<file path="config.mk">
export PLATFORM = sky130hd
export DESIGN_NAME = rbus_read_enc
export DESIGN_NICKNAME = d
export VERILOG_FILES = /design/src/rtl/rbus_pkg.sv /design/src/rtl/onehot_prio_enc.sv /design/src/rtl/rbus_read_enc.sv
export SDC_FILE = /design/constraint.sdc
export NUM_CORES = 1
export LEC_CHECK = 0
export ABC_AREA = 0
export CAP_MARGIN = 20
export CORE_AREA = 3 3 136 138
export CTS_BUF_LIST = sky130_fd_sc_hd__clkbuf_2
export DETAILED_ROUTE_END_ITERATION = 6
export DIE_AREA = 0 0 139 141
export PLACE_DENSITY = 0.68
export SYNTH_ARGS = -nofsm -noshare
export SYNTH_HDL_FRONTEND = slang
export SYNTH_HIERARCHICAL = 1
export SYNTH_SLANG_ARGS = --single-unit
</file>
<file path="constraint.sdc">
create_clock -name Clock -period 6 [get_ports Clock]
set_input_delay 1.8 -clock Clock [delete_from_list [all_inputs] [get_ports Clock]]
set_output_delay 1.8 -clock Clock [all_outputs]
set_load 0.02 [all_outputs]
</file>
<file path="src/rtl/rbus_pkg.sv">
// rbus_pkg: register-bus codes and the read-encoder state type, shared with the write decoder.
package rbus_pkg;
  localparam logic [4:0] CODE_NONE = 5'd0;
  localparam logic [4:0] CODE_ALL = 5'd31;
  localparam int NUM_SRC_DEF = 19;
  localparam logic [4:0] CODE_R1 = 5'd1;
  localparam logic [4:0] CODE_R2 = 5'd2;
  localparam logic [4:0] CODE_R3 = 5'd3;
  localparam logic [4:0] CODE_R4 = 5'd4;
  localparam logic [4:0] CODE_R5 = 5'd5;
  localparam logic [4:0] CODE_R6 = 5'd6;
  localparam logic [4:0] CODE_R7 = 5'd7;
  localparam logic [4:0] CODE_R8 = 5'd8;
  localparam logic [4:0] CODE_R9 = 5'd9;
  localparam logic [4:0] CODE_R10 = 5'd10;
  localparam logic [4:0] CODE_R11 = 5'd11;
  localparam logic [4:0] CODE_R12 = 5'd12;
  localparam logic [4:0] CODE_R13 = 5'd13;
  localparam logic [4:0] CODE_R14 = 5'd14;
  localparam logic [4:0] CODE_PC = 5'd15;
  localparam logic [4:0] CODE_TOTR = 5'd16;
  localparam logic [4:0] CODE_MDDR = 5'd17;
  localparam logic [4:0] CODE_TR = 5'd18;
  localparam logic [4:0] CODE_AR = 5'd19;
  typedef enum logic [1:0] {IDLE, ENCODE, DRIVE} state_t;
endpackage

</file>
<file path="src/rtl/onehot_prio_enc.sv">
// onehot_prio_enc: lowest-set-bit encoder giving code = index+1, plus zero/multi-hot/all-ones flags.
module onehot_prio_enc import rbus_pkg::*; #(
  parameter int N = NUM_SRC_DEF
) (
  input  logic [N-1:0] i_vec,
  output logic [4:0]   o_code,
  output logic         o_zero,
  output logic         o_multi,
  output logic         o_all_ones
);
  localparam int IW = $clog2(N);
  logic [IW-1:0] w_idx;
  always_comb begin
    w_idx = '0;
    for (int i = N - 1; i >= 0; i--)
      if (i_vec[i]) w_idx = IW'(i);
  end
  assign o_zero = ~|i_vec;
  // clearing the lowest set bit leaves something only when two or more bits were set
  assign o_multi = |(i_vec & (i_vec - N'(1)));
  assign o_all_ones = &i_vec;
  assign o_code = o_zero ? CODE_NONE : 5'(w_idx) + 5'd1;
endmodule

</file>
<file path="src/rtl/rbus_read_enc.sv">
// rbus_read_enc: encodes a one-hot read request, selects the source register and drives it
// onto the internal read bus with a valid/ack handshake; flags malformed requests.
module rbus_read_enc import rbus_pkg::*; #(
  parameter int DATA_W = 16,
  parameter int NUM_SRC = NUM_SRC_DEF
) (
  input  logic                      Clock,
  input  logic                      Reset_n,
  input  logic [NUM_SRC-1:0]        rd_req,
  input  logic                      rd_valid,
  output logic                      rd_ready,
  input  logic [NUM_SRC*DATA_W-1:0] src_data,
  output logic [DATA_W-1:0]         bus_out,
  output logic [4:0]                bus_code,
  output logic                      bus_valid,
  input  logic                      bus_ack,
  output logic                      req_err
);
  localparam int IW = $clog2(NUM_SRC);
  // codes 1..NUM_SRC must never collide with the write-only broadcast code 31
  if (NUM_SRC > 30) begin : g_bad_num_src
    $error("rbus_read_enc: NUM_SRC must be <= 30");
  end
  state_t r_state;
  logic [NUM_SRC-1:0] r_req;
  logic [4:0] w_code;
  logic w_zero, w_multi, w_all;
  logic [IW-1:0] w_sel;
  onehot_prio_enc #(.N(NUM_SRC)) u_enc (
    .i_vec(r_req),
    .o_code(w_code),
    .o_zero(w_zero),
    .o_multi(w_multi),
    .o_all_ones(w_all)
  );
  assign rd_ready = r_state == IDLE;
  assign w_sel = IW'(w_code - 5'd1);
  always_ff @(posedge Clock or negedge Reset_n) begin
    if (!Reset_n) begin
      r_state <= IDLE;
      r_req <= '0;
      bus_out <= '0;
      bus_code <= CODE_NONE;
      bus_valid <= 1'b0;
      req_err <= 1'b0;
    end else begin
      case (r_state)
        IDLE: if (rd_valid) begin
          r_req <= rd_req;
          r_state <= ENCODE;
        end
        ENCODE: begin
          req_err <= w_zero | w_multi;
          if (w_zero || w_all) r_state <= IDLE;
          else begin
            r_state <= DRIVE;
            bus_out <= src_data[32'(w_sel) * DATA_W +: DATA_W];
            bus_code <= w_code;
            bus_valid <= 1'b1;
          end
        end
        DRIVE: if (bus_ack) begin
          bus_valid <= 1'b0;
          bus_code <= CODE_NONE;
          r_state <= IDLE;
        end
        default: r_state <= IDLE;
      endcase
    end
  end
endmodule

</file>
==> reports/results.ini <==
[worst_setup_path]
slowest_stage=ha_4
crit_arrival_ps=5380
reg2reg_from=r_req[3]
critPathCapture=bus_out[8]
critical_path_buf_inv_count=2
reg2reg_setup_slack_ps=960
cp_num_cells=12
required_ps=6340
cp_max_fo=38
crit_chain=nor3_1 > nand3_1 > o211ai_1 > a21oi_1 > nor2_4 > clkinv_1 > ha_4 > nor2b_1 > buf_4 > o2bb2ai_1 > nand3_1 > a221oi_1
cp_common_cell=nand3_1
rr_endpoint=bus_out[8]
cpLargestDelayFamily=simple AND/OR/NAND/NOR gates
reg2regPathDepth=12
cp-end-kind=flip-flop
critPathKind=reg2reg
cp-start-kind=flip-flop
cp-startpoint=r_req[3]
slowest_delay_ps=830

[sta]
fin_setup_tns_ps=0
drv_slew=0
rsz0062_at_grt=no
min_period_ps=5039
final_hold_viol_count=0
worst-slew-pin-transition_ps=937.2
finalSetupViolCount=0
slew_headroom=0.3714
fin_crit_sh=0.8399
skew_ps=20.76
clock.fmax_mhz=198.4

[synth]
async_flop_share=1.000
syn_nets=781
ys_seq_area_frac=0.2163
syn-instance-count=452
synth_cell_type_count=55
netlist_area_um2=5091
synth_edf_count=0
ys_dominant_reg_cell=dfrtp_1
yosysWarnings=6
synth-seq-cells=44
synth_area_per_cell_um2=11.26

[clocking]
cts_max_level=2
holdBufCountCts=0
path_clk_slew_ps=230
root_buffer=clkbuf_2
clk_latency_ps=430
post_cts_resized=0
cts_inserted_buffers=5
numClockSinks=44
post-cts-setup-buffers=0
cts_tree=built
clock_path_buffers=2

[die]
num_rows=48
die-width_um=139
die_height_um=141
core_area_um2=17300
ioPinCount=351
dieArea_um2=19600
initial_core_util=0.2943

[power_and_ir_drop]
p_comb_frac=0.858
power_frac_seq=0.118
p_int_uw=2719
powerDensity_nw_per_um2=597.4
vdd.ir_drop.worst_v=0.0004913
p_clk_frac=0.025
p_switching_uw=2524
switching_share=0.4814
leakage_uw=0.003122
power_uw=5243

[drt]
final_antenna_net_count=0
vias=5598
viasPerCell=5.581
drtIter0Drc=307
dr.pass1.iters=5
wirelength_mm=23.98
drc=0
wl_per_cell_um=23.90

[final_layout]
fin_nets=1102
drive_gt1_frac=0.1822
nFillCells=1519
syn2layout_area_growth_pct=72.38
fin_util=0.5074

[place]
hpwl_mm=20.16
port_buffers=350
globalplace.congestion=0.9209

[min_path]
whs_path_depth=1
hold_path.class=reg2reg

[outcome]
status=completed

[global_routing]
grt_overflow=0
grt_pass1_vias=5919
grt_use_total=0.2321
antenna_found_initial=4
grt_pass1_wl_mm=35.45
grt_max_degree=53

[job]
drv_cap=0

synth_stat cells (12+ instances only):
| master | instances | area, um^2 |
|---|---|---|
| mux2_2 | 35 | 394.1 |
| nand3_1 | 18 | 90.09 |
| clkbuf_1 | 12 | 45.04 |
| nor2b_1 | 38 | 237.7 |
| mux4_2 | 64 | 1441 |
| o2bb2ai_1 | 16 | 140.1 |
| dfrtp_1 | 44 | 1101 |
| a211oi_1 | 25 | 187.7 |
| a21oi_1 | 21 | 105.1 |
| mux2i_1 | 16 | 160.2 |
| nor2_1 | 15 | 56.30 |
| buf_2 | 16 | 80.08 |
| a221oi_1 | 16 | 140.1 |
layer usage:
layer,GRT usage,vias up,routed length (um)
met3,0.04444,48,1415
met4,0.09217,0,862
met5,0,-,0
met1,0.2746,2761,9114
met2,0.4158,286,12580
li1,-,2503,-
layout make-up:
cell class | instances | area, um^2 | area share
sequential | 44 | 1101 | 0.1255
multi-input combinational | 354 | 3725 | 0.4244
inverter | 7 | 26.28 | 0.002994
timing repair buffer | 361 | 3593 | 0.4095
tap | 225 | 281.5 | 0.03208
antenna | 4 | 10.01 | 0.001141
clock inverter | 3 | 13.76 | 0.001568
clock buffer | 5 | 25.02 | 0.002851
flip-flops by register name, indices dropped and copies added, names as in the netlist:
name,flops
req_err,1
r_req,19
bus_valid,1
bus_out,16
bus_code,5
r_state,2
power by group through the flow:
| stage | sequential (uW) | combinational (uW) | clock, uW |
|---|---|---|---|
| finish | 616 | 4500 | 130 |
| global route | 641 | 4830 | 149 |
| CTS | 613 | 4530 | 136 |
| detailed placement | 616 | 4510 | 0 |
| global placement | 609 | 4440 | 0 |
| floorplan | 616 | 3370 | 0 |
cells in the final DEF (no fill, tap or decap), types with 2 or more instances in the layout:
master	synthesis	routed
clkdlybuf4s50_1	0	349
mux4_2	64	64
dfrtp_1	44	44
nor2b_1	38	38
mux2_2	35	35
a211oi_1	25	25
a21oi_1	21	21
nand3_1	18	18
mux2i_1	16	16
o2bb2ai_1	16	16
a221oi_1	16	16
nor2_1	15	14
nor3_1	11	11
a211oi_2	10	10
buf_4	7	10
nand2_1	7	7
inv_1	6	6
nor4_1	6	6
a22o_1	5	5
clkbuf_2	1	5
diode_2	0	4
nand2b_1	4	4
o21ai_0	3	3
or4_1	3	3
or4_4	3	3
clkinv_1	1	2
nor3b_1	2	2
o21a_1	2	2
or3_1	2	2
xor2_1	3	2
a21o_1	2	2
clkinv_2	0	2
a2111oi_2	2	2
o311ai_0	2	2
o22ai_1	2	2
nand4_1	2	2
stage by stage:
step,std cells,hold slack (ps),setup slack [ps],area [um^2]
2_1_floorplan,452,478.8,1812,5091
3_3_place_gp,990,463.1,1095,8707
3_5_place_dp,990,485.1,886.2,8707
4_1_cts,998,531.5,860.0,8746
5_1_grt,1003,554.5,423.2,8776
6_report,1003,528.0,960.8,8776
cell families (layout without fill, tap and decap cells):
kind of cell,Yosys count,count (layout),synth area share
compound gates,116,116,0.1865
xor+xnor,4,4,0.006883
fa+ha+maj,3,3,0.006881
buf+inv,54,376,0.06095
flops,44,44,0.2163
mux,115,115,0.3920
other cells,0,4,0
simple gates,116,116,0.1305
worst min path at each step:
stage                    from         to  slack (ps)
floorplan            r_req[8]   r_req[8]         480
global placement    bus_valid  bus_valid         460
detailed placement  bus_valid  bus_valid         490
CTS                 bus_valid  bus_valid         530
global route        bus_valid  bus_valid         550
finish              bus_valid  bus_valid         530
No activity file was read; power rests on OpenSTA's default activity.
